### src/rtl/wb_stage.sv
// wb_stage: writeback stage issuing one register-file write per retired instruction.
// Define WB_INSTRET_EN to add a 64-bit retired-instruction counter output (instret).
module wb_stage #(
    parameter int ADDR_WIDTH = 5,
    parameter int DATA_WIDTH = 32
) (
    input  logic                  clk,
    input  logic                  rst,
    input  logic                  in_valid,
    output logic                  in_ready,
    input  logic [ADDR_WIDTH-1:0] in_rd,
    input  logic                  in_wen,
    input  logic [DATA_WIDTH-1:0] in_result,
    input  logic                  in_is_load,
    input  logic [2:0]            in_ld_funct3,
    input  logic [1:0]            in_addr_lo,
    input  logic                  mem_rvalid,
    input  logic [DATA_WIDTH-1:0] mem_rdata,
    output logic                  mem_rready,
    output logic                  rf_wen,
    output logic [ADDR_WIDTH-1:0] rf_waddr,
    output logic [DATA_WIDTH-1:0] rf_wdata,
    output logic                  commit,
    output logic                  busy
`ifdef WB_INSTRET_EN
    ,
    output logic [63:0]           instret
`endif
);
    typedef enum logic [1:0] {IDLE, WAIT_MEM, COMMIT} state_e;
    state_e                state_q;
    logic [ADDR_WIDTH-1:0] rd_q;
    logic                  wen_q;
    logic [DATA_WIDTH-1:0] data_q;
    logic [2:0]            funct3_q;
    logic [1:0]            addr_lo_q;
    logic                  commit_q;
    logic                  rf_wen_q;
    logic [7:0]            byte_sel;
    logic [15:0]           half_sel;
    logic [DATA_WIDTH-1:0] load_d;

    // Unlisted funct3 codes fall through to the raw word.
    always_comb begin
        byte_sel = 8'(mem_rdata >> {addr_lo_q, 3'b000});
        half_sel = addr_lo_q[1] ? mem_rdata[31:16] : mem_rdata[15:0];
        load_d   = funct3_q == 3'b000 ? {{(DATA_WIDTH-8){byte_sel[7]}}, byte_sel} :
                   funct3_q == 3'b001 ? {{(DATA_WIDTH-16){half_sel[15]}}, half_sel} :
                   funct3_q == 3'b100 ? {{(DATA_WIDTH-8){1'b0}}, byte_sel} :
                   funct3_q == 3'b101 ? {{(DATA_WIDTH-16){1'b0}}, half_sel} : mem_rdata;
    end

    always_ff @(posedge clk or posedge rst) begin
        if (rst) begin
            state_q   <= IDLE;
            rd_q      <= '0;
            wen_q     <= 1'b0;
            data_q    <= '0;
            funct3_q  <= '0;
            addr_lo_q <= '0;
            commit_q  <= 1'b0;
            rf_wen_q  <= 1'b0;
        end else begin
            case (state_q)
                IDLE: if (in_valid) begin
                    rd_q      <= in_rd;
                    wen_q     <= in_wen;
                    data_q    <= in_result;
                    funct3_q  <= in_ld_funct3;
                    addr_lo_q <= in_addr_lo;
                    state_q   <= in_is_load ? WAIT_MEM : COMMIT;
                    commit_q  <= !in_is_load;
                    rf_wen_q  <= !in_is_load && in_wen && (in_rd != '0);
                end
                WAIT_MEM: if (mem_rvalid) begin
                    data_q   <= load_d;
                    state_q  <= COMMIT;
                    commit_q <= 1'b1;
                    rf_wen_q <= wen_q && (rd_q != '0);
                end
                COMMIT: begin
                    state_q  <= IDLE;
                    commit_q <= 1'b0;
                    rf_wen_q <= 1'b0;
                end
                default: state_q <= IDLE;
            endcase
        end
    end

`ifdef WB_INSTRET_EN
    logic [63:0] instret_q;
    always_ff @(posedge clk or posedge rst) begin
        if (rst) instret_q <= '0;
        else if (commit_q) instret_q <= instret_q + 64'd1;
    end
    assign instret = instret_q;
`endif

    assign in_ready   = state_q == IDLE;
    assign mem_rready = state_q == WAIT_MEM;
    assign busy       = state_q != IDLE;
    assign commit     = commit_q;
    assign rf_wen     = rf_wen_q;
    assign rf_waddr   = rd_q;
    assign rf_wdata   = data_q;
endmodule

### config.mk
export PLATFORM = sky130hd
export DESIGN_NAME = wb_stage
export DESIGN_NICKNAME = d
export VERILOG_FILES = /design/src/rtl/wb_stage.sv
export SDC_FILE = /design/constraint.sdc
export NUM_CORES = 1
export LEC_CHECK = 0
export CORE_AREA = 10 10 123 125
export DETAILED_ROUTE_END_ITERATION = 10
export DIE_AREA = 0 0 133 135
export DONT_BUFFER_PORTS = 1
export HOLD_SLACK_MARGIN = 0.12
export MAX_ROUTING_LAYER = met4
export PLACE_DENSITY = 0.47
export SETUP_SLACK_MARGIN = 0.1
export SLEW_MARGIN = 20
export SYNTH_ARGS = -nofsm -noshare
export SYNTH_HDL_FRONTEND = slang
export SYNTH_SLANG_ARGS = --single-unit
### constraint.sdc
create_clock -name clk -period 2.2 [get_ports clk]
set_clock_uncertainty 0.2 [all_clocks]
set_input_delay 0.33 -clock clk [delete_from_list [all_inputs] [get_ports clk]]
set_output_delay 0.33 -clock clk [all_outputs]
set_load 0.005 [all_outputs]
==> results by group <==
Outcome
  • Outcome: finished clean

Pwr
  • Power Total: between 5 and 6 mW
  • PD cells: 1350 mW/mm^2
  • Leak: 1.59 nW
  • Peak supply drop: 0.000384 V

Clocking
  • CTS root buffer: clkbuf_16
  • Clk slew on worst S/H paths: approximately 60 ps
  • Clock latency on the worst-skew pair: 290 ps
  • Clock Sinks: 47
  • Htree depth: 2
  • TritonCTS clock tree: built
  • CTS Buf Count: 5
  • Maximum clock insertion buffer count: 2

Synthesis
  • Yosys reg bits: 47
  • Cells after Synth: 343
  • Syn Nets: 426
  • Top FF cell, synth: dfrtp_1
  • Asr flop ratio synth: 1.00
  • Synth Cell Area: 0.00309 sq mm
  • Avg Cell Area, Syn: between 8 and 9 sq um
  • Synth area leader: dfrtp_1
  • Ys Warns: 0
  • Synth top area share: 0.381
  • Post-synthesis cell type count: 58
  • Synth top area cells: dfrtp_1 (38%), o22ai_1 (5.5%), a31oi_1 (4.7%)
  • EDFF count, synth: 0
  • Sequential area share after synthesis: 0.381

Setup path
  • Req. time, crit path: around 1700 ps
  • CP Cell Sequence: inv_1, ha_2, buf_4, buf_8, inv_1
  • Most used cell, CP: inv_1
  • RR Startpoint: state_q[0]
  • CP Launch Type: flip-flop
  • Slowest stage delay, CP: 410 ps
  • Crit end category: primary output
  • CP bufs+invs: 4
  • Delay-heaviest family, CP: buffers and inverters
  • CP startpoint: state_q[0]
  • Crit path kind: flip-flop to primary output
  • Crit path max-delay cell type: dfrtp_1
  • Critical path arrival: 1480 ps
  • CP Max Fanout: 48

Floorplan
  • Core Box Area: ~0.013 sq mm
  • Rows: 41
  • Initial Utilization: 0.246
  • Die Ht: 135 microns
  • Die area: about 0.018 sq mm
  • IO Count: 122
  • DIE WIDTH: roughly 130 microns

STA
  • Worst slew pin tran: ~700 ps
  • Max_slew headroom: 0.536
  • Final setup fails: 0
  • Hold Violations, Final: 0
  • Final min period: 2010 ps
  • Setup TNS: 0 ps
  • Slew Limit Fails: 0
  • Unrepaired setup endpoints after global routing: true
  • Ratio of final minimum period to clock period: 0.912
  • Achievable frequency: 498 MHz

Drt
  • Vias: 2814
  • Final ANT Viol Nets: 0
  • Initial DRC Count: around 180
  • Final WL: around 12 mm
  • Routed WL per cell: 21.5 microns
  • Drt pass-1 iters: 4
  • Drc violations: 0
  • Post-DR vias/cell: 5.01

Place
  • Placed Instance Area: 0.00331 sq mm
  • Gpl congestion: 0.807
  • IO Port Bufs: 0
  • Dpl hpwl: between 9 and 10 mm

Layout
  • Layout area overhead: 26.8%
  • Register area: 0.00118 sq mm
  • Share of cells above drive strength 1: 0.183
  • Final core utilization: 0.311
  • Net count, final: 470
  • Final Instance Area: 0.00391 sq mm
  • Multi-input logic area: 0.00165 sq mm
  • FILL cells: 1315

Global route
  • Total GRT Usage: 0.135
  • Vias in the first global route: 2962
  • Grt ovf: 0
  • First-pass GRT wire length: 18.4 mm
  • Largest net degree at the start of global routing: about 50
  • Initial antenna violation count: 2

Hold path
  • Hold Crit Start: mem_rdata[14]
  • Worst Hold Class: input pin to flip-flop

Flow run
  • Max-Cap Viols: 0
## power by group
part           internal, mW  leakage (nW)  total, mW  switching, mW
logic                  1.28         0.998       2.70           1.41
registers              1.30         0.528       1.85          0.550
clock network         0.421        0.0679      0.739          0.318
total                  3.00          1.59       5.28           2.28
## metrics by stage
stage / hold WS, ps / instances / setup slack (ps)
2_1_floorplan: 269 / 343 / 262
3_3_place_gp: 170 / 509 / 52.4
3_5_place_dp: 174 / 509 / 16.8
4_1_cts: 121 / 560 / 118
5_1_grt: 140 / 562 / 85.1
6_report: 116 / 562 / 193
## registers in the layout, summed over array words and instances (netlist names)
signal,count
addr_lo_q,2
state_q,2
funct3_q,3
rf_wdata,32
commit,1
wen_q,1
rf_waddr,5
rf_wen,1
## cells in the mapped netlist (all sizes together) (2+ instances only)
cell type / count
a2111oi: 2
a211o: 4
a21o: 2
a21oi: 29
a22o: 6
a22oi: 7
a31oi: 24
and2: 2
and2b: 4
and3b: 4
buf: 16
clkbuf: 9
dfrtp: 47
ha: 3
inv: 28
mux2: 12
mux2i: 5
nand2: 24
nand2b: 3
nand3: 3
nor2: 28
nor2b: 8
nor3: 5
nor4: 2
o21a: 2
o21ai: 10
o221ai: 5
o22a: 5
o22ai: 27
o31ai: 3
or2b: 2
## final cells by class
| cell class | instances | area share |
|---|---|---|
| Timing Repair Buffer | 64 | 0.159 |
| Antenna cell | 2 | 0.00128 |
| Clock buffer | 7 | 0.0339 |
| Inverter | 28 | 0.0269 |
| Multi-Input combinational cell | 241 | 0.421 |
| Tap cell | 172 | 0.0550 |
| Sequential cell | 47 | 0.301 |
| Clock inverter | 1 | 0.00128 |
## path summary, 6_finish.rpt
| kind | endpoint | slack (ps) | cells past startpoint |
|---|---|---|---|
| worst max-delay path | busy | 190 | 5 |
| worst min-delay path | rf_wdata[6] | 120 | 2 |
| worst max register to register | rf_wdata[8] | 220 | 7 |
| worst min register to register | wen_q | 310 | 1 |
| max in group asynchronous | rf_wdata[24] | 770 | 3 |
| min in group asynchronous | rf_waddr[2] | 410 | 2 |
## cells by family after synthesis
kind of cell / share of synthesized area
AOI/OAI and AO/OA: 0.299
adders and majority gates: 0.0122
buffers and inverters: 0.0884
DFF: 0.381
muxes: 0.0685
and+or+nand+nor: 0.151
## metal layers
| metal | GRT usage | routed length (microns) | part of all wire |
|---|---|---|---|
| met1 | 0.152 | 4760 | 0.39 |
| met2 | 0.215 | 5790 | 0.48 |
| met3 | 0.0671 | 1520 | 0.13 |
| met4 | 0.0202 | 0 | 0 |
| met5 | - | 0 | 0 |
## worst register-to-register path, stage by stage (launching register included)
cell and delay [ps]:
dfrtp_1 410, inv_1 90, ha_2 170, buf_4 140
or2b_2 310, and2_1 180, o21a_1 220, a21oi_1 180
## layout by cell type (no fill, tap or decap), drive strengths merged, types with 6 or more instances in the layout
master	instances
dfrtp	47
clkbuf	7
nand2	24
inv	28
a31oi	24
dlygate4sd3	39
a22o	6
mux2	12
o21ai	10
nor2b	8
buf	25
a22oi	7
a21oi	29
nor2	28
o22ai	27
## what timing repair did
item / 4_1_cts / 5_1_grt
hold buffers: 39 / 0
setup buffers: 4 / 0
setup endpoints to repair: 30 / 12
endpoints found under the hold margin: 71 / 0
gates resized for setup: 3 / 8
pin swaps: 1 / 0
No activity file was read; power rests on OpenSTA's default activity.
